<file path="src/rtl/tx_resp_fifo_if.sv">
// Handshake bundle between the system controller, the response FIFO and the
// TX data synchronizer. The FIFO uses the slave modport.
interface tx_resp_fifo_if #(
  parameter int DATA_WIDTH = 8,
  parameter int ADDR_W     = 3
);
  logic                    WR_EN;
  logic [DATA_WIDTH-1:0]   WR_DATA;
  logic                    WR16_EN;
  logic [2*DATA_WIDTH-1:0] WR16_DATA;
  logic                    Busy;
  logic [DATA_WIDTH-1:0]   TX_P_DATA;
  logic                    TX_D_VLD;
  logic [ADDR_W:0]         COUNT;
  logic                    EMPTY;
  logic                    FULL;
  logic                    OVERFLOW;
  logic                    TX_TIMEOUT;

  modport master (
    output WR_EN, WR_DATA, WR16_EN, WR16_DATA, Busy,
    input  TX_P_DATA, TX_D_VLD, COUNT, EMPTY, FULL, OVERFLOW, TX_TIMEOUT
  );

  modport slave (
    input  WR_EN, WR_DATA, WR16_EN, WR16_DATA, Busy,
    output TX_P_DATA, TX_D_VLD, COUNT, EMPTY, FULL, OVERFLOW, TX_TIMEOUT
  );
endinterface

</file>
<file path="src/rtl/tx_resp_fifo.sv">
// Response byte queue in the REF_CLK domain; releases one byte per UART
// busy cycle as a single-cycle valid pulse toward the TX data synchronizer.
module tx_resp_fifo #(
  parameter int DATA_WIDTH   = 8,
  parameter int DEPTH        = 8,
  parameter int ADDR_W       = 3,
  parameter int BUSY_TIMEOUT = 255
) (
  input  logic          CLK,
  input  logic          RST,
  tx_resp_fifo_if.slave bus
);

  localparam int TW = $clog2(BUSY_TIMEOUT + 1);
  localparam logic [ADDR_W:0] CNT_FULL = (ADDR_W + 1)'(DEPTH);
  localparam logic [ADDR_W:0] LIM16    = (ADDR_W + 1)'(DEPTH - 2);
  localparam logic [TW-1:0]   TMAX     = TW'(BUSY_TIMEOUT);

  typedef enum logic [1:0] {IDLE, WAIT_HI, WAIT_LO} state_t;

  state_t                state, state_nxt;
  logic [DATA_WIDTH-1:0] mem [DEPTH];
  logic [ADDR_W-1:0]     rd_ptr, wr_ptr, wr_ptr_p1;
  logic [ADDR_W:0]       count, count_nxt, n_wr;
  logic [TW-1:0]         timer, timer_nxt;
  logic                  empty, full, overflow, tx_timeout, tx_d_vld;
  logic [DATA_WIDTH-1:0] tx_p_data;
  logic                  pop, timeout_hit, wr1_ok, wr16_ok, drop;

  assign wr_ptr_p1 = wr_ptr + 1'b1;

  // Admission looks only at the registered COUNT; a same-cycle pop never makes room.
  always_comb begin
    wr16_ok   = bus.WR16_EN && (count <= LIM16);
    wr1_ok    = bus.WR_EN && !bus.WR16_EN && (count < CNT_FULL);
    drop      = (bus.WR16_EN && !wr16_ok) ||
                (bus.WR_EN && (bus.WR16_EN || (count == CNT_FULL)));
    n_wr      = wr16_ok ? (ADDR_W + 1)'(2) : (wr1_ok ? (ADDR_W + 1)'(1) : '0);
    count_nxt = count + n_wr - (ADDR_W + 1)'(pop);
  end

  always_comb begin
    state_nxt   = state;
    timer_nxt   = timer;
    pop         = 1'b0;
    timeout_hit = 1'b0;
    case (state)
      IDLE: begin
        if (!empty && !bus.Busy) begin
          pop       = 1'b1;
          timer_nxt = '0;
          state_nxt = WAIT_HI;
        end
      end
      WAIT_HI: begin
        if (bus.Busy) begin
          state_nxt = WAIT_LO;
        end else if (timer == TMAX - 1'b1) begin
          timer_nxt   = TMAX;
          timeout_hit = 1'b1;
          state_nxt   = IDLE;
        end else begin
          timer_nxt = timer + 1'b1;
        end
      end
      WAIT_LO: begin
        if (!bus.Busy) state_nxt = IDLE;
      end
      default: state_nxt = IDLE;
    endcase
  end

  always_ff @(posedge CLK) begin
    if (RST) state <= IDLE;
    else     state <= state_nxt;
  end

  always_ff @(posedge CLK) begin
    if (!RST) begin
      if (wr16_ok) begin
        mem[wr_ptr]    <= bus.WR16_DATA[DATA_WIDTH-1:0];
        mem[wr_ptr_p1] <= bus.WR16_DATA[2*DATA_WIDTH-1:DATA_WIDTH];
      end else if (wr1_ok) begin
        mem[wr_ptr] <= bus.WR_DATA;
      end
    end
  end

  always_ff @(posedge CLK) begin
    if (RST) begin
      rd_ptr     <= '0;
      wr_ptr     <= '0;
      count      <= '0;
      empty      <= 1'b1;
      full       <= 1'b0;
      timer      <= '0;
      tx_p_data  <= '0;
      tx_d_vld   <= 1'b0;
      overflow   <= 1'b0;
      tx_timeout <= 1'b0;
    end else begin
      count      <= count_nxt;
      empty      <= (count_nxt == '0);
      full       <= (count_nxt == CNT_FULL);
      timer      <= timer_nxt;
      tx_d_vld   <= pop;
      overflow   <= overflow | drop;
      tx_timeout <= tx_timeout | timeout_hit;
      if (pop) begin
        tx_p_data <= mem[rd_ptr];
        rd_ptr    <= rd_ptr + 1'b1;
      end
      if (wr16_ok)     wr_ptr <= wr_ptr + ADDR_W'(2);
      else if (wr1_ok) wr_ptr <= wr_ptr_p1;
    end
  end

  assign bus.TX_P_DATA  = tx_p_data;
  assign bus.TX_D_VLD   = tx_d_vld;
  assign bus.COUNT      = count;
  assign bus.EMPTY      = empty;
  assign bus.FULL       = full;
  assign bus.OVERFLOW   = overflow;
  assign bus.TX_TIMEOUT = tx_timeout;

endmodule

</file>
<file path="src/flat_wrapper.sv">
// flat-port wrapper written by rule: the top's interface ports become plain ports
module tx_resp_fifo_flat 
#(
  parameter int DATA_WIDTH   = 8,
  parameter int DEPTH        = 8,
  parameter int ADDR_W       = 3,
  parameter int BUSY_TIMEOUT = 255
)
  (CLK, RST, bus_WR_EN, bus_WR_DATA, bus_WR16_EN, bus_WR16_DATA, bus_Busy, bus_TX_P_DATA, bus_TX_D_VLD, bus_COUNT, bus_EMPTY, bus_FULL, bus_OVERFLOW, bus_TX_TIMEOUT);
  tx_resp_fifo_if #(.DATA_WIDTH(DATA_WIDTH), .ADDR_W(ADDR_W)) bus_i ();
  input  logic CLK;
  input  logic RST;
  input wire logic [$bits(bus_i.WR_EN)-1:0] bus_WR_EN;
  input wire logic [$bits(bus_i.WR_DATA)-1:0] bus_WR_DATA;
  input wire logic [$bits(bus_i.WR16_EN)-1:0] bus_WR16_EN;
  input wire logic [$bits(bus_i.WR16_DATA)-1:0] bus_WR16_DATA;
  input wire logic [$bits(bus_i.Busy)-1:0] bus_Busy;
  output wire logic [$bits(bus_i.TX_P_DATA)-1:0] bus_TX_P_DATA;
  output wire logic [$bits(bus_i.TX_D_VLD)-1:0] bus_TX_D_VLD;
  output wire logic [$bits(bus_i.COUNT)-1:0] bus_COUNT;
  output wire logic [$bits(bus_i.EMPTY)-1:0] bus_EMPTY;
  output wire logic [$bits(bus_i.FULL)-1:0] bus_FULL;
  output wire logic [$bits(bus_i.OVERFLOW)-1:0] bus_OVERFLOW;
  output wire logic [$bits(bus_i.TX_TIMEOUT)-1:0] bus_TX_TIMEOUT;
  assign bus_i.WR_EN = bus_WR_EN;
  assign bus_i.WR_DATA = bus_WR_DATA;
  assign bus_i.WR16_EN = bus_WR16_EN;
  assign bus_i.WR16_DATA = bus_WR16_DATA;
  assign bus_i.Busy = bus_Busy;
  assign bus_TX_P_DATA = bus_i.TX_P_DATA;
  assign bus_TX_D_VLD = bus_i.TX_D_VLD;
  assign bus_COUNT = bus_i.COUNT;
  assign bus_EMPTY = bus_i.EMPTY;
  assign bus_FULL = bus_i.FULL;
  assign bus_OVERFLOW = bus_i.OVERFLOW;
  assign bus_TX_TIMEOUT = bus_i.TX_TIMEOUT;
  tx_resp_fifo #(.DATA_WIDTH(DATA_WIDTH), .DEPTH(DEPTH), .ADDR_W(ADDR_W), .BUSY_TIMEOUT(BUSY_TIMEOUT)) u_core (.CLK(CLK), .RST(RST), .bus(bus_i));
endmodule
</file>
<file path="config.mk">
export PLATFORM = sky130hd
export DESIGN_NAME = tx_resp_fifo_flat
export DESIGN_NICKNAME = d
export VERILOG_FILES = /design/src/rtl/tx_resp_fifo_if.sv /design/src/rtl/tx_resp_fifo.sv /design/src/flat_wrapper.sv
export SDC_FILE = /design/constraint.sdc
export NUM_CORES = 1
export LEC_CHECK = 0
export BUFFER_PORTS_ARGS = -buffer_cell sky130_fd_sc_hd__buf_2
export CAP_MARGIN = 20
export CORE_MARGIN = 1
export CORE_UTILIZATION = 35
export CTS_BUF_LIST = sky130_fd_sc_hd__clkbuf_8
export DETAILED_ROUTE_END_ITERATION = 10
export PLACE_DENSITY = 0.59
export SLEW_MARGIN = 20
export SYNTH_ARGS = -nofsm -noshare
export SYNTH_HDL_FRONTEND = slang
export SYNTH_SLANG_ARGS = --single-unit
export TNS_END_PERCENT = 1
</file>
<file path="constraint.sdc">
create_clock -name CLK -period 4.7 [get_ports CLK]
set_clock_uncertainty 0.15 [all_clocks]
set_input_delay 0.94 -clock CLK [delete_from_list [all_inputs] [get_ports CLK]]
set_output_delay 0.94 -clock CLK [all_outputs]
set_load 0.01 [all_outputs]
</file>
# Word-level counts from Yosys, hierarchy flattened
# Memories as Yosys holds them, arrays and structs flattened. A register that Yosys moved wholly into a read port is not among the register bits.
# Index checks and enable logic that the tools add are counted.
dict set report classes {
  add_sub_neg 6
  order_cmp 2
  n_eq_ne 9
  mux 26
  n_bitwise 3
  n_reduce_logical 18
}
# cell n
set op_table {}
lappend op_table {{$mux W8} 4}
lappend op_table {{$pmux W8 S2} 1}
lappend op_table {{$mux W1} 13}
lappend op_table {{$add A8 B1 Y8 const B} 1}
lappend op_table {{$eq A4 B4 Y1 const B} 2}
lappend op_table {{$eq A8 B8 Y1 const B} 1}
lappend op_table {{$mux W2} 4}
lappend op_table {{$add A3 B1 Y3 const B} 2}
lappend op_table {{$logic_and A1 B1 Y1} 6}
lappend op_table {{$mux W3} 2}
lappend op_table {{$pmux W2 S3} 1}
lappend op_table {{$reduce_and A3 Y1} 2}
lappend op_table {{$add A4 B4 Y4} 1}
lappend op_table {{$le A4 B3 Y1 const B} 1}
lappend op_table {{$logic_not A1 Y1} 4}
lappend op_table {{$logic_not A4 Y1} 1}
lappend op_table {{$lt A4 B4 Y1 const B} 1}
lappend op_table {{$mux W4} 1}
lappend op_table {{$ne A2 B2 Y1 const B} 2}
lappend op_table {{$reduce_bool A2 Y1} 2}
lappend op_table {{$sub A4 B1 Y4} 1}
lappend op_table {{$add A3 B2 Y3 const B} 1}
lappend op_table {{$ne A3 B2 Y1 const B} 1}
lappend op_table {{$or A1 B1 Y1} 3}
lappend op_table {{5 further kinds} 6}
dict set report totals {
  reg_bits 25
  ramBits 64
  input_bits 29
  out_inout_bits 17
  elab_cells 75
  memories 1
}
# name words width rd rd_ports_with_merged_regs wr line_no
set memory_table {}
lappend memory_table {u_core.mem 8 8 1 1 2 tx_resp_fifo.sv:22} ;# logic [DATA_WIDTH-1:0] mem [DEPTH];

# Longest topological paths before layout
# Gate-level depths: netlist (run 1).
dict set report depth {
  depth_word 8
  mapped_depth 13
  ltp_nobuf 12
}

# Worst setup path after synthesis (run 1)
# No wires, ideal clock.
dict set report synth_timing {
  kind {input port to flip-flop}
  startpoint {input bus_Busy}
  endpoint {register u_core.full (netlist: u_core.bus.FULL)}
  setup_time_ns 0.078
  t_arrival_ns 2.943
  required_ns 4.472
  path_slack_ns 1.528
  stages 12
  path_buffers 2
  cell_sequence {or4_4 -> buf_6 -> inv_12 -> buf_6 -> ha_1 -> inv_1 -> ha_1 -> inv_1 -> fa_1 -> xor2_1 -> nand3_1 -> nor3_1}
}
dict set report synth_between {
  elab_chain_cells 6
}
# item line_no
set synth_lines {}
lappend synth_lines {{start, declared} flat_wrapper.sv:17} ;# input wire logic [$bits(bus_i.Busy)-1:0] bus_Busy;
lappend synth_lines {{$logic_not A1 Y1} tx_resp_fifo.sv:49} ;# if (!empty && !bus.Busy) begin
lappend synth_lines {{$logic_and A1 B1 Y1} tx_resp_fifo.sv:49}
lappend synth_lines {{$mux W1} tx_resp_fifo.sv:49}
lappend synth_lines {{$mux W1} tx_resp_fifo.sv:47} ;# case (state)
lappend synth_lines {{net u_core.pop} tx_resp_fifo.sv:28} ;# logic pop, timeout_hit, wr1_ok, wr16_ok, drop;
lappend synth_lines {{$sub A4 B1 Y4} tx_resp_fifo.sv:39} ;# count_nxt = count + n_wr - (ADDR_W + 1)'(pop);
lappend synth_lines {{$eq A4 B4 Y1} tx_resp_fifo.sv:104} ;# full <= (count_nxt == CNT_FULL);
lappend synth_lines {{end signal, assigned} tx_resp_fifo.sv:104}
lappend synth_lines {{end, declared} tx_resp_fifo.sv:26} ;# logic empty, full, overflow, tx_timeout, tx_d_vld;
# The timed path passes the listed nets, and every way through them passes these cells.
# A chain may end at the register's enable or synchronous reset.

# Worst setup path after layout (run 1)
dict set report layout_timing {
  startpoint {register u_core.count[3] (netlist: u_core.bus.COUNT[3])}
  endpoint {register u_core.empty (netlist: u_core.bus.EMPTY)}
}
dict set report layout_between {
  elab_chain_cells 7
  word_cells_on_any_way 9
  classes_between {add/sub (2); order compare (2); mux (2); reduce/logical (3)}
}
# item line_no
set layout_lines {}
lappend layout_lines {{start, declared} tx_resp_fifo.sv:24} ;# logic [ADDR_W:0] count, count_nxt, n_wr;
lappend layout_lines {{start signal, assigned} tx_resp_fifo.sv:102} ;# count <= count_nxt;
lappend layout_lines {{$lt A4 B4 Y1} tx_resp_fifo.sv:35} ;# wr1_ok = bus.WR_EN && !bus.WR16_EN && (count < CNT_FULL);
lappend layout_lines {{$logic_and A1 B1 Y1} tx_resp_fifo.sv:35}
lappend layout_lines {{$mux W1} tx_resp_fifo.sv:38} ;# n_wr = wr16_ok ? (ADDR_W + 1)'(2) : (wr1_ok ? (ADDR_W + 1)'(1) : '0);
lappend layout_lines {{$mux W4} tx_resp_fifo.sv:38}
lappend layout_lines {{$add A4 B4 Y4 (*)} tx_resp_fifo.sv:39}
lappend layout_lines {{$sub A4 B1 Y4 (*)} tx_resp_fifo.sv:39}
lappend layout_lines {{$logic_not A4 Y1 (*)} tx_resp_fifo.sv:103} ;# empty <= (count_nxt == '0);
lappend layout_lines {{end signal, assigned} tx_resp_fifo.sv:103}
lappend layout_lines {{end, declared} tx_resp_fifo.sv:26}
# Every way passes the cells marked *; elsewhere a longest branch is shown, timed or not.

==> results of run 1 <==
[power by group]
| part | internal [mW] | total [mW] | switching [mW] | leakage (nW) |
|---|---|---|---|---|
| Combinational | 0.301 | 0.678 | 0.377 | 1.08 |
| Sequential | 1.03 | 1.10 | 0.0725 | 0.851 |
| Clock | 0.251 | 0.570 | 0.319 | 0.103 |
[cells in the final DEF (no fill, tap or decap), types with 4 or more instances in the layout]
cell,n
mux4_2,16
mux2_4,8
xnor2_1,5
nor3_1,9
dfxtp_1,33
buf_2,45
edfxtp_1,64
a21oi_1,12
o21ai_0,5
o22ai_1,7
nand3_1,5
mux2_2,64
nand2b_1,4
nand3_2,4
ha_1,15
nor2_1,22
nand2_1,10
o21ai_1,8
inv_1,16
clkbuf_8,9
o21bai_1,4
[cell type report]
type	count	area [µm²]	share of cell area
clock inverter	7	76.3	0.0135
timing repair buffer	47	244	0.0431
multi-input combinational	246	2330	0.412
clock buffer	9	124	0.0219
inverter	17	76.3	0.0135
sequential	97	2580	0.456
tap	180	225	0.0398
[flip-flops by register name (all words and copies together), names as in the netlist]
register and cells:
u_core.bus.FULL 1, u_core.mem 64, u_core.bus.TX_D_VLD 1, u_core.bus.TX_P_DATA 8, u_core.bus.OVERFLOW 1, u_core.bus.TX_TIMEOUT 1
u_core.timer 8, u_core.wr_ptr 3, u_core.bus.COUNT 4, u_core.bus.EMPTY 1, u_core.rd_ptr 3, u_core.state 2
[how the worst max path moves through the flow]
stage	startpoint	to	cells past startpoint
floorplan	bus_Busy	u_core.bus.FULL$_SDFF_PP0_	12
global placement	RST	u_core.mem[7][5]$_DFFE_PP_	4
detailed placement	bus_WR16_EN	u_core.bus.EMPTY$_SDFF_PP1_	10
CTS	u_core.bus.COUNT[3]$_SDFF_PP0_	u_core.bus.EMPTY$_SDFF_PP1_	12
global route	u_core.bus.COUNT[3]$_SDFF_PP0_	u_core.bus.EMPTY$_SDFF_PP1_	12
finish	u_core.bus.COUNT[3]$_SDFF_PP0_	u_core.bus.EMPTY$_SDFF_PP1_	12
[cells by family (layout without fill, tap and decap cells)]
logic type | after synthesis | in the layout
flip-flops | 97 | 97
multiplexers | 91 | 91
AND/OR/NAND/NOR | 82 | 82
AO/OA/AOI/OAI | 48 | 48
buffers and inverters | 33 | 80
adder cells (fa/ha/maj) | 16 | 16
XOR/XNOR | 9 | 9
[critical path: cells and delay by family, from the launching register on]
| kind | cells | cell delay [ns] |
|---|---|---|
| fa+ha+maj | 3 | 0.83 |
| buf+inv | 3 | 0.29 |
| xor+xnor | 1 | 0.27 |
| compound gates | 4 | 1.00 |
| simple gates | 1 | 0.11 |
| flops | 1 | 0.43 |
[routing by layer]
metal	vias up	global-route usage	share of wire	wire length (µm)
li1	1513	-	-	-
met1	1572	0.214	0.44	5030
met2	87	0.279	0.49	5650
met3	11	0.0432	0.059	672
met4	0	0.0503	0.0097	111
met5	-	0	0	0
[stage by stage]
step	util	setup WS [ns]	instance area, µm²
2_1_floorplan	-	1.53	5090
6_report	0.403	1.58	5660
3_3_place_gp	0.388	1.32	5450
4_1_cts	0.403	1.58	5660
5_1_grt	0.403	1.32	5660
3_5_place_dp	0.389	1.36	5460
==> results.toml, run 1 <==
[run_status]
status = "complete, no violations"

[die]
ios = 46
die_w_um = 123
die_y_um = 123
rows = 43
start_util = 0.363
core-area_um2 = 14000
die-area_um2 = 15000

[synthesis]
synth_area_per_cell_um2 = 13.5
synth_cells = 376
ys_ff_latch = 97
synth_cell_types = 59
ys.warnings.count = 0
synthXorXnorAreaFrac = 0.0170
syn-num-nets = 421
syn_area_um2 = 5090
synth-edff-count = 64
synth-simple-area-share = 0.0993
synth_top_area_frac = 0.377
synth_compound_area_frac = 0.0592
synth_top_family_by_area = "multiplexers"
yosys.area_share.adder = 0.0408
synthMuxAreaShare = 0.242
synthTopCellsByCount = "edfxtp_1, mux2_2, dfxtp_1, nor2_1"
yosysSeqAreaShare = 0.507
synth_flop_cell = "edfxtp_1"
postSynth.asyncResetShare = 0
yosysTopAreaCell = "edfxtp_1"
synth_area_leaders = "edfxtp_1, mux2_2, dfxtp_1"

[global_route]
grt_pass1_wl_um = 18300
grt-ovfl-total = 0
antenna_found_initial = 0
track_usage = 0.168
grt_max_degree = 43
grt_pass1_vias = 3170

[worst_hold_path]
hold_end = "u_core.bus.TX_TIMEOUT$_SDFF_PP0_"
holdCritPathClass = "flop to flop"
hold_depth = 2
worstHoldStart = "u_core.bus.TX_TIMEOUT$_SDFF_PP0_"

[clock_tree]
clk_latency_ns = 0.38
cts_made_buffers = 9
cts-root-buf = "clkbuf_8"
cts_num_sinks = 97
cts-htree-levels = 3
ctsLongestPathBuffers = 2
cts_tree = "yes"
ctsResizeCount = 0
post-cts-setup-buffers = 0
hold_buffers = 0
cts.clk_slew.worst_paths_ns = 0.10

[timing]
tns_ns = 0
worst_slew_pin_slew_ns = 1.05
slew_headroom = 0.300
rsz0062_at_grt = "false"
fin_crit_ns = 3.12
max_freq_mhz = 321
finalMaxSlewViolations = 0
fin_crit_sh = 0.664
final_hold_viol_count = 0
hold_slack_ns = 0.298
setup_viol = 0

[placement]
io_buffers = 45
placedCellCount = 587
dp_hpwl_um = 7780
globalplace.congestion = 0.757

[finish]
drive_gt1_frac = 0.402
diodes = 0
stdcell_count = 603
nFillCells = 1342
synthToLayoutAreaGrowth_pct = 11.2
final_nets = 463

[setup_path]
regToRegSetupSlack_ns = 1.58
worstReg2RegStart = "u_core.bus.COUNT[3]$_SDFF_PP0_"
start_kind = "flop"
cp-end-kind = "flop"
max_stage_delay_ns = 0.46
r2r-end = "u_core.bus.EMPTY$_SDFF_PP1_"
r2r_cells = 12
crit_arrival_ns = 3.30
path_cells = "inv_1, ha_1, nand2_1, o211a_1, inv_1, ha_1, inv_1, ha_1, a21o_1, a21oi_1, xor2_1, a41o_1"
worstPathRequired_ns = 4.88
slowest_stage = "o211a_1"
path_class = "flop to flop"
critPathMaxFanout = 12

[pwr]
power_mw = 2.35
ir_drop_uv = 142
power_leakage_nw = 2.03
p_per_area_nw_per_um2 = 415

[route]
drt_pass1_iterations = 4
post_drt_via_cell_ratio = 5.28
drt_iter0_drc = 252
detail_route.wl_per_cell_um = 19.0
post-route-drc-count = 0
vias = 3183
drt-total-wl_um = 11500
ant_nets = 0

[job]
maxCapViolCount = 0
Power figures use the tool's default switching activity.
==> inputs of run 2 (changes only) <==
Clock period 4.7 ns to 3.2 ns, I/O delays scaled along.
==> run 2 against run 1 <==
Effect of this change: core utilization up 0.46 points; die area unchanged; largest power group unchanged; non-clock buffer count up 10; global-route usage down 1.4 points; total power up 47%; cell area up 1.1%; sequential cell count unchanged; setup slack worse by 1.1 ns; largest cell class unchanged; clock power up 46%; critical path type unchanged; via count down 0.44%; routed wire length down 5.5%.
==> results.toml, run 2 (synthesis gave the netlist of run 1 again) <==
[clock_tree]
cts_num_sinks = 97
ctsLongestPathBuffers = 2
clk_latency_ns = 0.39
hold_buffers = 0
cts-htree-levels = 3
cts-root-buf = "clkbuf_8"
cts_made_buffers = 9
ctsResizeCount = 0
cts.clk_slew.worst_paths_ns = 0.09
post-cts-setup-buffers = 0
cts_tree = "yes"

[route]
drt_pass1_iterations = 4
detail_route.wl_per_cell_um = 17.7
ant_nets = 0
drt_iter0_drc = 189
vias = 3169
drt-total-wl_um = 10800
post_drt_via_cell_ratio = 5.17
post-route-drc-count = 0

[global_route]
grtUsageMet1 = 0.201
gr-max-usage-layer = "met2"
grt-ovfl-total = 0
antenna_found_initial = 0
grt_max_degree = 33
grt_pass1_vias = 3066
grt_use_met3 = 0.0423
track_usage = 0.154
grt_pass1_wl_um = 16900
use_met2 = 0.248

[finish]
drive_gt1_frac = 0.411
fin_util = 0.408
diodes = 0
final_area_um2 = 5730
stdcell_count = 613
final_nets = 473
largest_reg_flops = 64
top_register = "u_core.mem"
layout_common_cells = "mux2_2, edfxtp_1, buf_2, dfxtp_1, nor2_1"
synthToLayoutAreaGrowth_pct = 12.4

[pwr]
p_per_area_nw_per_um2 = 604
power_mw = 3.46
ir_drop_uv = 220
power_leakage_nw = 2.09

[setup_path]
cp_top_family = "adder cells"
worstReg2RegStart = "u_core.bus.COUNT[3]$_SDFF_PP0_"
critPathMaxFanout = 4
start_kind = "flop"
worstPathRequired_ns = 3.38
path_cells = "inv_1, ha_1, nand2_1, o211a_1, inv_1, ha_1, inv_1, ha_1, a21o_1, a21oi_1, xor2_1, a41o_1"
path_class = "flop to flop"
crit_arrival_ns = 2.92
regToRegSetupSlack_ns = 0.46
r2r_cells = 12
r2r-end = "u_core.bus.EMPTY$_SDFF_PP1_"
cp.buffers_inverters = 3
slowest_stage = "dfxtp_1"
cp-end-kind = "flop"
max_stage_delay_ns = 0.44

[timing]
fin_crit_sh = 0.856
worst_slew_pin_slew_ns = 0.975
final_hold_viol_count = 0
setup_ws_ns = 0.461
max_freq_mhz = 365
slew_headroom = 0.349
rsz0062_at_grt = "false"
hold_slack_ns = 0.297
finalMaxSlewViolations = 0
fin_crit_ns = 2.74
setup_viol = 0
tns_ns = 0

[run_status]
status = "complete, no violations"

[die]
die_y_um = 123
die-area_um2 = 15000
core-area_um2 = 14000
die_w_um = 123
rows = 43
ios = 46
start_util = 0.363

[placement]
globalplace.congestion = 0.772
dp_hpwl_um = 7520
io_buffers = 45
pre_cts_ws_ns = 0.175
placed_cell_area_um2 = 5530
placedCellCount = 597

[worst_hold_path]
hold_end = "u_core.bus.TX_TIMEOUT$_SDFF_PP0_"
holdCritPathClass = "flop to flop"
worstHoldStart = "u_core.bus.TX_TIMEOUT$_SDFF_PP0_"
hold_depth = 2

[job]
maxCapViolCount = 0
## run 2: worst max path at each step
stage | to | start | slack, ns | depth (start not counted)
5_1_grt | u_core.bus.EMPTY$_SDFF_PP1_ | u_core.bus.COUNT[3]$_SDFF_PP0_ | 0.19 | 12
6_report | u_core.bus.EMPTY$_SDFF_PP1_ | u_core.bus.COUNT[3]$_SDFF_PP0_ | 0.46 | 12
4_1_cts | u_core.bus.EMPTY$_SDFF_PP1_ | u_core.bus.COUNT[3]$_SDFF_PP0_ | 0.44 | 12
2_1_floorplan | u_core.bus.FULL$_SDFF_PP0_ | bus_Busy | 0.33 | 12
3_3_place_gp | u_core.bus.FULL$_SDFF_PP0_ | bus_Busy | 0.25 | 11
3_5_place_dp | u_core.bus.FULL$_SDFF_PP0_ | bus_Busy | 0.17 | 11
## run 2: cell type report
| type | count | area (µm²) |
|---|---|---|
| clock buffers | 9 | 124 |
| well taps | 180 | 225 |
| fillers | 1324 | 8320 |
| flip-flops and latches | 97 | 2580 |
| repair buffers | 57 | 315 |
| clock inverters | 7 | 70.1 |
| inverters | 17 | 76.3 |
| multi-input cells | 246 | 2330 |
## run 2: where the power goes
part	total (mW)	internal, mW	switching [mW]	leakage (nW)
Sequential	1.59	1.51	0.0808	0.851
Clock	0.830	0.365	0.465	0.106
Combinational	1.04	0.461	0.575	1.13
Total	3.46	2.33	1.12	2.09
## run 2: layer usage
layer  wire [µm]  share of wire  vias up
met1        5070           0.47     1553
met2        5160           0.48       72
met5           0              0        -
met3         483          0.045       11
met4         123          0.011        0
li1            -              -     1533
## run 2: worst reg2reg max path, stage by stage, from the launching register on
cell and delay [ns]:
dfxtp_1 0.44, inv_1 0.12, ha_1 0.19, nand2_1 0.10, o211a_1 0.18, inv_1 0.06
ha_1 0.33, inv_1 0.06, ha_1 0.28, a21o_1 0.17, a21oi_1 0.17, xor2_1 0.25
a41o_1 0.20
